### src/rtl/kram_loader.sv
// Write-side producer for one KRAM slot: accepts a valid/ready kernel-word stream and
// stripes it across the slot's PE_NUM banks (lane = i % PE_NUM, row = i / PE_NUM).
module kram_loader #(
  parameter int PE_NUM  = 8,
  parameter int DATA_W  = 16,
  parameter int BANK_AW = 10
) (
  input  logic                clk,
  input  logic                rst,
  input  logic                start,
  input  logic                slot,
  input  logic [BANK_AW:0]    rows,
  input  logic                cu_slot,
  input  logic                s_valid,
  output logic                s_ready,
  input  logic [DATA_W-1:0]   s_data,
  output logic [BANK_AW-1:0]  bram_addr,
  output logic [DATA_W-1:0]   bram_wdata,
  output logic [2*PE_NUM-1:0] bram_we,
  output logic [2*PE_NUM-1:0] bram_en,
  output logic                busy,
  output logic                done,
  output logic                err
);

  // state | meaning
  // IDLE  | waiting for start; rejects loads into the slot the CU is reading
  // LOAD  | s_ready high, one registered bank write per handshake
  // LAST  | final write on the bus, done pulses, back to IDLE

  localparam int LANE_W = $clog2(PE_NUM);
  localparam int BANK_W = LANE_W + 1;

  typedef enum logic [1:0] {
    IDLE = 2'd0,
    LOAD = 2'd1,
    LAST = 2'd2
  } state_t;

  state_t r_state;
  state_t w_state_nxt;

  logic                r_slot;
  logic [BANK_AW:0]    r_rows;
  logic [BANK_AW:0]    r_row;
  logic [LANE_W-1:0]   r_lane;

  logic                r_s_ready;
  logic                r_busy;
  logic                r_done;
  logic                r_err;
  logic [2*PE_NUM-1:0] r_we;
  logic [BANK_AW-1:0]  r_addr;
  logic [DATA_W-1:0]   r_wdata;

  logic                w_req;
  logic                w_req_ok;
  logic                w_rows_zero;
  logic                w_hs;
  logic                w_lane_wrap;
  logic                w_last_word;
  logic [BANK_W-1:0]   w_bank;

  logic                w_s_ready_nxt;
  logic                w_busy_nxt;
  logic                w_done_nxt;
  logic                w_err_nxt;
  logic [2*PE_NUM-1:0] w_we_nxt;

  assign w_req       = start && (r_state == IDLE);
  assign w_req_ok    = w_req && (slot != cu_slot);
  assign w_rows_zero = (rows == '0);
  assign w_hs        = r_s_ready && s_valid;
  assign w_lane_wrap = (r_lane == LANE_W'(PE_NUM - 1));
  assign w_last_word = w_hs && w_lane_wrap && (r_row == (r_rows - (BANK_AW+1)'(1)));
  // PE_NUM is a power of two, so slot*PE_NUM + lane is a plain concatenation
  assign w_bank      = {r_slot, r_lane};

  always_ff @(posedge clk or posedge rst) begin
    if (rst) begin
      r_state <= IDLE;
    end else begin
      r_state <= w_state_nxt;
    end
  end

  always_comb begin
    w_state_nxt = r_state;
    case (r_state)
      IDLE: begin
        if (w_req_ok && !w_rows_zero) begin
          w_state_nxt = LOAD;
        end
      end
      LOAD: begin
        if (w_last_word) begin
          w_state_nxt = LAST;
        end
      end
      LAST:    w_state_nxt = IDLE;
      default: w_state_nxt = IDLE;
    endcase
  end

  // Next values of the registered outputs; s_ready and busy follow the next state only.
  always_comb begin
    w_s_ready_nxt = (w_state_nxt == LOAD);
    w_busy_nxt    = (w_state_nxt != IDLE);
    w_done_nxt    = w_last_word || (w_req_ok && w_rows_zero);
    w_err_nxt     = w_req && (slot == cu_slot);
    w_we_nxt      = '0;
    for (int b = 0; b < 2*PE_NUM; b++) begin
      w_we_nxt[b] = w_hs && (w_bank == BANK_W'(b));
    end
  end

  always_ff @(posedge clk or posedge rst) begin
    if (rst) begin
      r_s_ready <= 1'b0;
      r_busy    <= 1'b0;
      r_done    <= 1'b0;
      r_err     <= 1'b0;
      r_we      <= '0;
      r_addr    <= '0;
      r_wdata   <= '0;
    end else begin
      r_s_ready <= w_s_ready_nxt;
      r_busy    <= w_busy_nxt;
      r_done    <= w_done_nxt;
      r_err     <= w_err_nxt;
      r_we      <= w_we_nxt;
      if (w_hs) begin
        r_addr  <= r_row[BANK_AW-1:0];
        r_wdata <= s_data;
      end
    end
  end

  always_ff @(posedge clk or posedge rst) begin
    if (rst) begin
      r_slot <= 1'b0;
      r_rows <= '0;
      r_row  <= '0;
      r_lane <= '0;
    end else if (w_req_ok && !w_rows_zero) begin
      r_slot <= slot;
      r_rows <= rows;
      r_row  <= '0;
      r_lane <= '0;
    end else if (w_hs) begin
      r_lane <= r_lane + LANE_W'(1);
      if (w_lane_wrap) begin
        r_row <= r_row + (BANK_AW+1)'(1);
      end
    end
  end

  assign s_ready    = r_s_ready;
  assign busy       = r_busy;
  assign done       = r_done;
  assign err        = r_err;
  assign bram_we    = r_we;
  assign bram_en    = r_we;
  assign bram_addr  = r_addr;
  assign bram_wdata = r_wdata;

endmodule

### config.mk
export PLATFORM = sky130hd
export DESIGN_NAME = kram_loader
export DESIGN_NICKNAME = d
export VERILOG_FILES = /design/src/rtl/kram_loader.sv
export SDC_FILE = /design/constraint.sdc
export NUM_CORES = 1
export LEC_CHECK = 0
export ABC_CLOCK_PERIOD_IN_PS = 2900
export CAP_MARGIN = 15
export CORE_ASPECT_RATIO = 1.75
export CORE_MARGIN = 4
export CORE_UTILIZATION = 48
export CTS_CLUSTER_SIZE = 40
export DETAILED_ROUTE_END_ITERATION = 8
export GPL_TIMING_DRIVEN = 1
export HOLD_SLACK_MARGIN = 0.05
export PLACE_DENSITY = 0.85
export SYNTH_ARGS = -nofsm -noshare
export SYNTH_HDL_FRONTEND = slang
export SYNTH_SLANG_ARGS = --single-unit
### constraint.sdc
create_clock -name clk -period 2.9 [get_ports clk]
set_input_delay 0.435 -clock clk [delete_from_list [all_inputs] [get_ports clk]]
set_output_delay 0.435 -clock clk [all_outputs]
set_load 0.01 [all_outputs]
==> results.yml <==
run_status:
  status: "finished clean"
power_and_ir_drop:
  powerDensity_nw_per_um2: 840
  seq_power_share_pct: 37.8
  leakagePower_nw: 2.05
  p_clk_share_pct: 31.3
  switchingPower_mw: 1.18
  comb_power_share_pct: 30.9
  ir_worst_vdd_mv: 0.405
  p_int_mw: 2.76
  switching_share_pct: 29.9
floorplan:
  dieHeight_um: 120
  die_w_um: 71.9
  io_pins: 95
  die_area_um2: 8610
  start_util_pct: 49.6
  core_um2: 6910
  rows: 40
drt:
  drcViolationCount: 0
  via_per_inst: 5.32
  post_drt_wl_per_cell_um: 15.8
  firstDrtPassIters: 4
  wl_um: 7260
  drtIter0Drc: 150
  postRouteAntennaNets: 0
  dr_total_vias: 2447
cts:
  cts-root-buf: "clkbuf_16"
  post_cts_buffers: 0
  cts_tree: "built"
  clk_latency_ns: 0.33
  cts.reportedPaths.clkPinSlew_ns: 0.06
  clock_path_buffers: 2
  htreeDepth: 3
  numClockSinks: 74
  post_cts_hold_buffer_count: 0
  cts_made_buffers: 9
  cts-resized-gates: 0
final_layout:
  syn2layout_area_growth_pct: 37.0
  final_cell_mix: "clkdlybuf4s50_1 (94), dfrtp_1 (74), mux2_2 (37)"
  postLayoutCoreUtil_pct: 68.0
  drive_gt1_share_pct: 17.3
  n_antenna_cell: 0
  layout.nets: 411
  layout_commonest_cell: "clkdlybuf4s50_1"
critical_path:
  timing.rr.start: "r_rows[5]$_DFFE_PP0P_"
  critPathLaunch: "r_rows[5]$_DFFE_PP0P_"
  cp-start-kind: "flop"
  crit_path_end: "r_state[1]$_DFF_PP0_"
  r2r_setup_slack_ns: 0.50
  crit_arrival_ns: 2.65
  ff2ff_path_depth: 5
  critPathRequiredTime_ns: 3.15
  r2r_end: "r_state[1]$_DFF_PP0_"
  critical_path_class: "reg2reg"
  critPathMaxFanout: 9
  cp-end-kind: "flop"
yosys:
  yosysWarnings: 0
  synthFlopType: "dfrtp_1"
  async_flop_share_pct: 100
  synth_edf_count: 0
  seq_area_frac_synth_pct: 54.0
  syn-num-nets: 329
  synth-seq-cells: 74
  netlist_area_um2: 3430
  syn_inst: 289
  ys_types: 47
  synth.avg_cell_area_um2: 11.9
timing:
  finalHoldViolCount: 0
  fin_setup_tns_ns: 0
  slew_violations: 0
  slew_headroom_pct: 66.8
  period_needed_ns: 2.40
  skew_ns: 0.00605
  fmax_mhz: 417
  rsz0062_at_grt: "no"
  setup_viol: 0
  worstMarginPinSlew_ns: 0.496
  fin_crit_sh_pct: 82.6
global_route:
  grt_pass1_wl_um: 11900
  grt_max_degree: 57
  grt_use_total_pct: 17.8
  overflow: 0
  grt_pass1_vias: 2503
  antenna_found_initial: 0
placement:
  gp_congestion: 0.836
  hpwl_um: 5370
  place.port_buffers: 94
job:
  maxCapViolations: 0
worst_hold_path:
  hp-class: "in2async"
[per-stage QoR]
stage / area [um^2] / total power, mW / std cells / worst slack [ns] / hold WS, ns
2_1_floorplan: 3430 / 2.24 / 289 / 0.583 / 0.480
3_5_place_dp: 4360 / 2.72 / 444 / 0.510 / 0.495
6_report: 4690 / 3.94 / 460 / 0.504 / 0.425
3_3_place_gp: 4360 / 2.68 / 444 / 0.531 / 0.488
4_1_cts: 4690 / 3.98 / 460 / 0.518 / 0.438
5_1_grt: 4690 / 4.15 / 460 / 0.396 / 0.451
[logic make-up after synthesis]
kind of cell / share of synthesized area [%]
XOR/XNOR: 4.60
AO/OA/AOI/OAI: 5.29
multiplexers: 12.4
buffers and inverters: 5.40
AND/OR/NAND/NOR: 15.7
adder cells (fa/ha/maj): 2.56
flip-flops: 54.0
[worst max-delay path, stage by stage, from the launching register on]
cell and delay, ns:
dfrtp_1 0.47, or4_1 0.69, nor4_4 0.32, o2111ai_1 0.13, or4_4 0.54, nor3_2 0.18
[power groups by stage]
stage / clock (mW) / combinational (mW) / sequential, mW
after floorplan: 0 / 0.742 / 1.50
after global placement: 0 / 1.19 / 1.49
after detailed placement: 0 / 1.22 / 1.51
after CTS: 1.25 / 1.23 / 1.49
after global routing: 1.29 / 1.33 / 1.53
final: 1.23 / 1.22 / 1.49
[layer usage]
layer  GRT usage, %  share of wire, %  wire length [um]
met5              0                 0                 0
met4           11.8               4.2               302
met3           2.60               4.8               347
met2           31.3                55              4020
met1           19.1                36              2590
[flip-flops by register name, indices dropped and copies added (netlist names)]
name and cells:
bram_wdata 16, bram_addr 10, r_lane 3, bram_en 16, r_row 11, busy 1
r_rows 11, err 1, r_slot 1, r_state 2, s_ready 1, done 1
[Yosys cell counts, types with 3 or more instances]
library cell	instances	area share [%]
dfrtp_1	74	54
mux2_2	37	12
and2_1	18	3.3
nand2_1	18	2.0
buf_4	16	3.5
nor2_1	14	1.5
xor2_1	10	2.6
clkbuf_1	8	0.88
xnor2_1	8	2.0
a21oi_1	7	1.0
and3_1	7	1.3
ha_1	7	2.6
o21ai_0	7	1.0
inv_1	6	0.66
nand2b_1	4	0.73
nor4_1	4	0.73
or3_1	4	0.73
nor3_1	3	0.44
nor3b_1	3	0.66
or4_1	3	0.66
[how the worst min path moves through the flow]
stage | from | to | slack [ns]
4_1_cts | rst | bram_en[12]$_DFF_PP0_ | 0.44
5_1_grt | rst | bram_en[1]$_DFF_PP0_ | 0.45
6_report | rst | bram_en[12]$_DFF_PP0_ | 0.43
3_3_place_gp | bram_wdata[10]$_DFFE_PP0P_ | bram_wdata[10]$_DFFE_PP0P_ | 0.49
3_5_place_dp | bram_wdata[2]$_DFFE_PP0P_ | bram_wdata[2]$_DFFE_PP0P_ | 0.49
2_1_floorplan | r_state[1]$_DFF_PP0_ | err$_DFF_PP0_ | 0.48
[final cells by class]
| type | instances | area (um^2) |
|---|---|---|
| fill | 507 | 2210 |
| sequential | 74 | 1850 |
| multi-input combinational | 182 | 1390 |
| timing repair buffer | 98 | 983 |
| clock buffer | 13 | 270 |
| tap | 84 | 105 |
| clock inverter | 3 | 68.8 |
| inverter | 6 | 22.5 |
Power figures use the tool's default switching activity.
